`config.mk`:
```
export PLATFORM = sky130hd
export DESIGN_NAME = pressure_scan_controller
export DESIGN_NICKNAME = d
export VERILOG_FILES = /design/src/rtl/pressure_scan_controller.sv
export SDC_FILE = /design/constraint.sdc
export NUM_CORES = 1
export LEC_CHECK = 0
export ABC_AREA = 1
export CAP_MARGIN = 10
export CORE_UTILIZATION = 29
export DETAILED_ROUTE_END_ITERATION = 16
export PLACE_DENSITY = 0.6
export SYNTH_ARGS = -nofsm -noshare
export SYNTH_HDL_FRONTEND = slang
export SYNTH_SLANG_ARGS = --single-unit
```
`constraint.sdc`:
```
create_clock -name clk -period 2.3 [get_ports clk]
set_clock_uncertainty 0.2 [all_clocks]
set_input_delay 0.69 -clock clk [delete_from_list [all_inputs] [get_ports clk]]
set_output_delay 0.69 -clock clk [all_outputs]
set_load 0.02 [all_outputs]
```
`src/rtl/pressure_scan_controller.sv`:
```
// Round-robin scan sequencer for a shared 8-bit pressure ADC: mux select, settle,
// converter latency, 2^AVG_LOG2-sample averaging, valid/ready result handoff.
`timescale 1ns/1ps
module pressure_scan_controller #(
  parameter int NUM_CH     = 4,
  parameter int SETTLE_CYC = 8,
  parameter int CONV_LAT   = 2,
  parameter int AVG_LOG2   = 2,
  parameter int CHW        = $clog2(NUM_CH)
) (
  input  logic           clk,
  input  logic           reset,
  input  logic           enable,
  output logic [CHW-1:0] ch_sel,
  input  logic [7:0]     conv_data,
  output logic           res_valid,
  input  logic           res_ready,
  output logic [CHW-1:0] res_ch,
  output logic [7:0]     res_data,
  output logic           busy,
  output logic           scan_done
);

  localparam int ACCW  = 8 + AVG_LOG2;
  localparam int S_MAX = (SETTLE_CYC > CONV_LAT) ? SETTLE_CYC : CONV_LAT;
  localparam int N_MAX = (S_MAX > (1 << AVG_LOG2)) ? S_MAX : (1 << AVG_LOG2);
  localparam int CNTW  = $clog2(N_MAX + 1);

  localparam logic [CNTW-1:0] SETTLE_LD = CNTW'(SETTLE_CYC - 1);
  localparam logic [CNTW-1:0] CONV_LD   = CNTW'(CONV_LAT - 1);
  localparam logic [CNTW-1:0] SAMPLE_LD = CNTW'((1 << AVG_LOG2) - 1);
  localparam logic [CHW-1:0]  LAST_CH   = CHW'(NUM_CH - 1);

  typedef enum logic [2:0] {
    IDLE,
    SETTLE,
    WAIT_CONV,
    SAMPLE,
    PRESENT
  } state_t;

  state_t           state;
  logic [CNTW-1:0]  cnt;
  logic [ACCW-1:0]  acc;
  logic [ACCW-1:0]  sum_next;

  function automatic logic [7:0] avg_trunc(input logic [ACCW-1:0] sum);
    return 8'(sum >> AVG_LOG2);
  endfunction

  // The final sample is folded in on the exit edge, so the result includes it.
  assign sum_next = acc + ACCW'(conv_data);

  always_ff @(posedge clk or negedge reset) begin
    if (!reset) begin
      state     <= IDLE;
      cnt       <= '0;
      acc       <= '0;
      ch_sel    <= '0;
      res_valid <= 1'b0;
      res_ch    <= '0;
      res_data  <= '0;
      busy      <= 1'b0;
      scan_done <= 1'b0;
    end else begin
      scan_done <= 1'b0;
      case (state)
        IDLE: begin
          if (enable) begin
            state <= SETTLE;
            cnt   <= SETTLE_LD;
            acc   <= '0;
            busy  <= 1'b1;
          end
        end
        SETTLE: begin
          if (cnt == '0) begin
            state <= WAIT_CONV;
            cnt   <= CONV_LD;
          end else begin
            cnt <= cnt - 1'b1;
          end
        end
        WAIT_CONV: begin
          if (cnt == '0) begin
            state <= SAMPLE;
            cnt   <= SAMPLE_LD;
          end else begin
            cnt <= cnt - 1'b1;
          end
        end
        SAMPLE: begin
          acc <= sum_next;
          if (cnt == '0) begin
            state     <= PRESENT;
            res_valid <= 1'b1;
            res_data  <= avg_trunc(sum_next);
            res_ch    <= ch_sel;
          end else begin
            cnt <= cnt - 1'b1;
          end
        end
        PRESENT: begin
          // Result is held untouched until the consumer takes it.
          if (res_ready) begin
            res_valid <= 1'b0;
            scan_done <= (res_ch == LAST_CH);
            if (enable) begin
              state  <= SETTLE;
              cnt    <= SETTLE_LD;
              acc    <= '0;
              ch_sel <= (ch_sel == LAST_CH) ? '0 : ch_sel + 1'b1;
            end else begin
              state  <= IDLE;
              ch_sel <= '0;
              busy   <= 1'b0;
            end
          end
        end
        default: begin
          state <= IDLE;
          busy  <= 1'b0;
        end
      endcase
    end
  end

endmodule

```
# Yosys cells after proc, flatten, opt, wreduce, memory -nomap -nowiden
# Index checks and enable logic that the tools add are counted.
dict set report totals {
  register_bits 32
  inputBits 12
  out_inout_bits 15
  word_cells 66
}
dict set report classes {
  n_addsub 3
  eq_ne 13
  mux 27
  n_bitwise 1
  reduce_logical 13
}
# op n
set op_table {}
lappend op_table {{10-bit case mux with 3 select lines} 1}
lappend op_table {{10-bit 2-to-1 mux} 2}
lappend op_table {{4-bit 2-to-1 mux} 5}
lappend op_table {{4-bit case mux with 5 select lines} 1}
lappend op_table {{3-bit 2-to-1 mux} 5}
lappend op_table {{3-bit case mux with 5 select lines} 1}
lappend op_table {{2-bit inequality test (second input constant)} 7}
lappend op_table {{10-bit by 8-bit adder with 10-bit output} 1}
lappend op_table {{1-bit 2-to-1 mux} 8}
lappend op_table {{3-bit by 2-bit == test with 1-bit output (second input constant)} 2}
lappend op_table {{2-bit AND reduction} 3}
lappend op_table {{3-bit AND reduction} 2}
lappend op_table {{5-bit AND reduction} 1}
lappend op_table {{5-bit nonzero test} 1}
lappend op_table {{2-bit == test (second input constant)} 2}
lappend op_table {{4-bit zero test} 1}
lappend op_table {{2-bit 2-to-1 mux} 2}
lappend op_table {{4-bit AND reduction} 1}
lappend op_table {{4-bit by 1-bit subtractor with 4-bit output (second input constant)} 1}
lappend op_table {{3-bit by 1-bit == test with 1-bit output (second input constant)} 1}
lappend op_table {{3-bit == test (second input constant)} 1}
lappend op_table {{3-bit zero test} 1}
lappend op_table {{1-bit case mux with 3 select lines} 1}
lappend op_table {{3-bit nonzero test} 1}
lappend op_table {{5 further kinds} 5}

# Depth between registers and ports, before layout
dict set report depth {
  ltp_word 4
  depth_mapped 10
  mapped_depth_nobuf 10
}

# Worst setup path after synthesis
# No wires, ideal clock.
dict set report synth_timing {
  kind {input to register}
  start {input port conv_data[0]}
  end {register acc[8]}
  setup_ps 117
  t_arrival_ps 1827
  t_required_ps 1983
  slack_ps 156
  cell_stages 9
  n_path_buf 0
  path_cell_list {ha_1 inv_1 fa_1 o21ai_1 nand2_1 nand2_1 nand2_1 nand3_1 nand2_1}
}
dict set report synth_via {
  elab_chain_cells 2
}
# item line
set synth_lines {}
lappend synth_lines {{from (decl)} 15} ;# input logic [7:0] conv_data,
lappend synth_lines {{10-bit by 8-bit adder with 10-bit output} 52} ;# assign sum_next = acc + ACCW'(conv_data);
lappend synth_lines {{10-bit case mux with 3 select lines} 67} ;# case (state)
lappend synth_lines {{to (signal assigned)} 93} ;# acc <= sum_next;
lappend synth_lines {{to (decl)} 44} ;# logic [ACCW-1:0] acc;
# No other way between the ends.
# A chain may end at the register's enable or synchronous reset.

# Final worst setup path
dict set report layout_timing {
  start {input port conv_data[1]}
  end {register acc[2]}
}
# The elaborated chain is that of the path after synthesis.

==> metrics.txt <==
Seq/Total Area, Yosys 43.18%; Static Leak 1.243 nW; switching power 1.271 mW; Post-Route Utilization 40.26%; hpwl dp 3064 um; sw frac 41.74%; I/O Pins 27; Starting Density 30.59%; most frequent cell after synthesis nand2_1; Post-synth top cells 77 x nand2_1, 32 x dfrtp_1, 23 x inv_1; post-DR wirelength/cell 11.74 um; CP max FO 2; via count 1,606; Avg Inst Size Synth 7.993 sq um; setup violators final 0; worst-margin pin slew 430.9 ps; final global-route overflow total 0; CTS H-Tree Depth 2; Critical Path Slowest Stage Cell clkdlybuf4s50_1; antenna fix cells 0; Cells after Synth 232; crit share post-route 96.40%; Slew Limit Fails 0; Worst setup SP type input pin; Setup CP Type in -> reg; antenna-violating nets left 0; Longest Clk Path Bufs 2; Die Span X 81.96 um; first-pass GRT wire length 6941 um; Port Buffers 26; top post-synthesis cells by area dfrtp_1 43%, nand2_1 16%, ha_1 6.7%; Area Growth Syn to Fin 31.58%; WP data arrival 2190 ps; die height 81.96 um; Post-route DRC 0; cell area power density 1248 mW/mm^2; Mapped Area 0.001854 sq mm; CTS buffer count 5; Root Driver clkbuf_8; Net Count, Synth 255; die area 0.006717 sq mm; Clk Latency, worst-skew pair 280 ps; CP peak stage delay 480 ps; All-Layer GR Usage 13.78%; Async S/R FF share, synth 100.0%; largest net degree at the start of global routing 33; Internal Dissipation 1.774 mW; Core ar. 0.006061 sq mm; min cycle time layout 2217 ps; Hold Crit Class reg -> reg; RSZ-0062 raised after global routing yes; Setup TNS 0 ps; Crit. End Element flop; NumNets Final 300; top_reg_cell synth dfrtp_1; CTS tree done; Rows 28; DR pass1 iterations 4; synth warn 0; DR vias/cell 4.550; gpl congestion 0.7867; First DRT Iteration DRCs 66; max_slew headroom 71.27%; count of flip-flops with a built-in enable after synthesis 0; Comb power frac 50.9%; Critical Path RT 2270 ps; Peak supply drop 0.0004859 V; Synth cell types 29; cell taking the most area after synthesis dfrtp_1; Synth top area share 43.18%; antenna violations before repair 0; Post-CTS Setup Bufs 0; Seq cells post-synth 32; status finished clean; Clock Power Share 17.9%; Clock Pin Slew Worst Setup and Hold Paths 70 ps; share of cells above drive strength 1 16.55%; Hold Fails Final Rpt 0; Flop pwr share 31.3%; vias in the first global route 1,502; clock sink count 32; Critical Path, Cell by Cell clkdlybuf4s50_1, inv_1, fa_2, buf_4, xnor2_1, a22o_1; max-cap viol count 0; Max Fclk 451.0 MHz; drt total wl 4145 um
-- state kept, by name, summed over array words and instances (netlist names) --
register	cells
acc	10
res_data	8
cnt	4
state	3
ch_sel	2
res_ch	2
busy	1
res_valid	1
scan_done	1
-- power groups by stage --
stage | combinational [mW] | clock (mW) | sequential, mW
floorplan | 0.893 | 0 | 1.05
detailed placement | 1.52 | 0 | 0.957
global placement | 1.50 | 0 | 0.960
CTS | 1.54 | 0.560 | 0.951
finish | 1.55 | 0.544 | 0.951
global route | 1.74 | 0.582 | 0.982
-- through the flow --
step	std cells	power, mW	setup WS (ps)	instance area [sq um]	hold WS (ps)
3_3_place_gp	345	2.459	-446.9	2301	258.3
2_1_floorplan	232	1.942	155.9	1854	194.4
4_1_cts	353	3.047	12.44	2419	290.1
3_5_place_dp	345	2.480	-452.2	2301	265.2
5_1_grt	353	3.306	-5.616	2440	310.4
6_report	353	3.045	82.77	2440	283.9
-- final timing paths --
| kind | from | to | slack (ps) | cells after the start |
|---|---|---|---|---|
| setup / recovery | conv_data[1] | acc[2] | 80 | 6 |
| min in group asynchronous | reset | acc[5] | 610 | 2 |
| hold / removal | res_data[6] | res_data[6] | 280 | 2 |
| setup reg to reg | cnt[0] | cnt[2] | 470 | 10 |
| hold reg to reg | res_data[6] | res_data[6] | 280 | 2 |
| max in group asynchronous | reset | busy | 980 | 2 |
-- what timing repair did --
item,CTS,global route
pin swaps,1,6
resized for setup,2,7
hold buffers,0,0
endpoints found under the setup margin,7,9
-- cell type report --
class | count | area [sq um]
Sequential cell | 32 | 800.8
Inverter | 28 | 105.1
Clock inverter | 3 | 42.54
Fill cell | 618 | 3621
Tap cell | 75 | 93.84
Timing Repair Buffer | 39 | 360.3
Multi-Input combinational cell | 171 | 968.4
Clock buffer | 5 | 68.82
-- kinds of logic after synthesis --
| kind of cell | share of synthesized area, % |
|---|---|
| adder cells (fa/ha/maj) | 7.827 |
| flip-flops | 43.18 |
| AND/OR/NAND/NOR | 29.89 |
| buffers and inverters | 5.938 |
| AO/OA/AOI/OAI | 10.80 |
| XOR/XNOR | 2.362 |
-- layer usage --
metal	vias to the layer above	GRT usage (%)	wire, um
met5	-	0	0
met1	735	18.34	2069
li1	843	-	-
met3	5	3.222	164
met2	23	21.98	1864
met4	0	4.211	47
-- layout by cell type (no fill, tap or decap), types with 3 or more instances in the layout --
| cell | n |
|---|---|
| inv_2 | 6 |
| clkbuf_8 | 5 |
| ha_1 | 9 |
| nor2_1 | 10 |
| o21ai_1 | 4 |
| inv_1 | 22 |
| nor2_2 | 3 |
| nand2_2 | 5 |
| xnor2_1 | 4 |
| nand3_1 | 17 |
| nand3b_1 | 4 |
| nand2_1 | 75 |
| o21ai_0 | 9 |
| nor3_1 | 4 |
| clkdlybuf4s50_1 | 25 |
| dfrtp_1 | 32 |
| a21oi_1 | 8 |
| buf_4 | 13 |
-- critical path, delay by kind of cell --
family	cells	cell delay (ps)
xor+xnor	1	140
compound gates	1	240
fa+ha+maj	1	420
buf+inv	3	690
(Power assumes the default switching activity.)
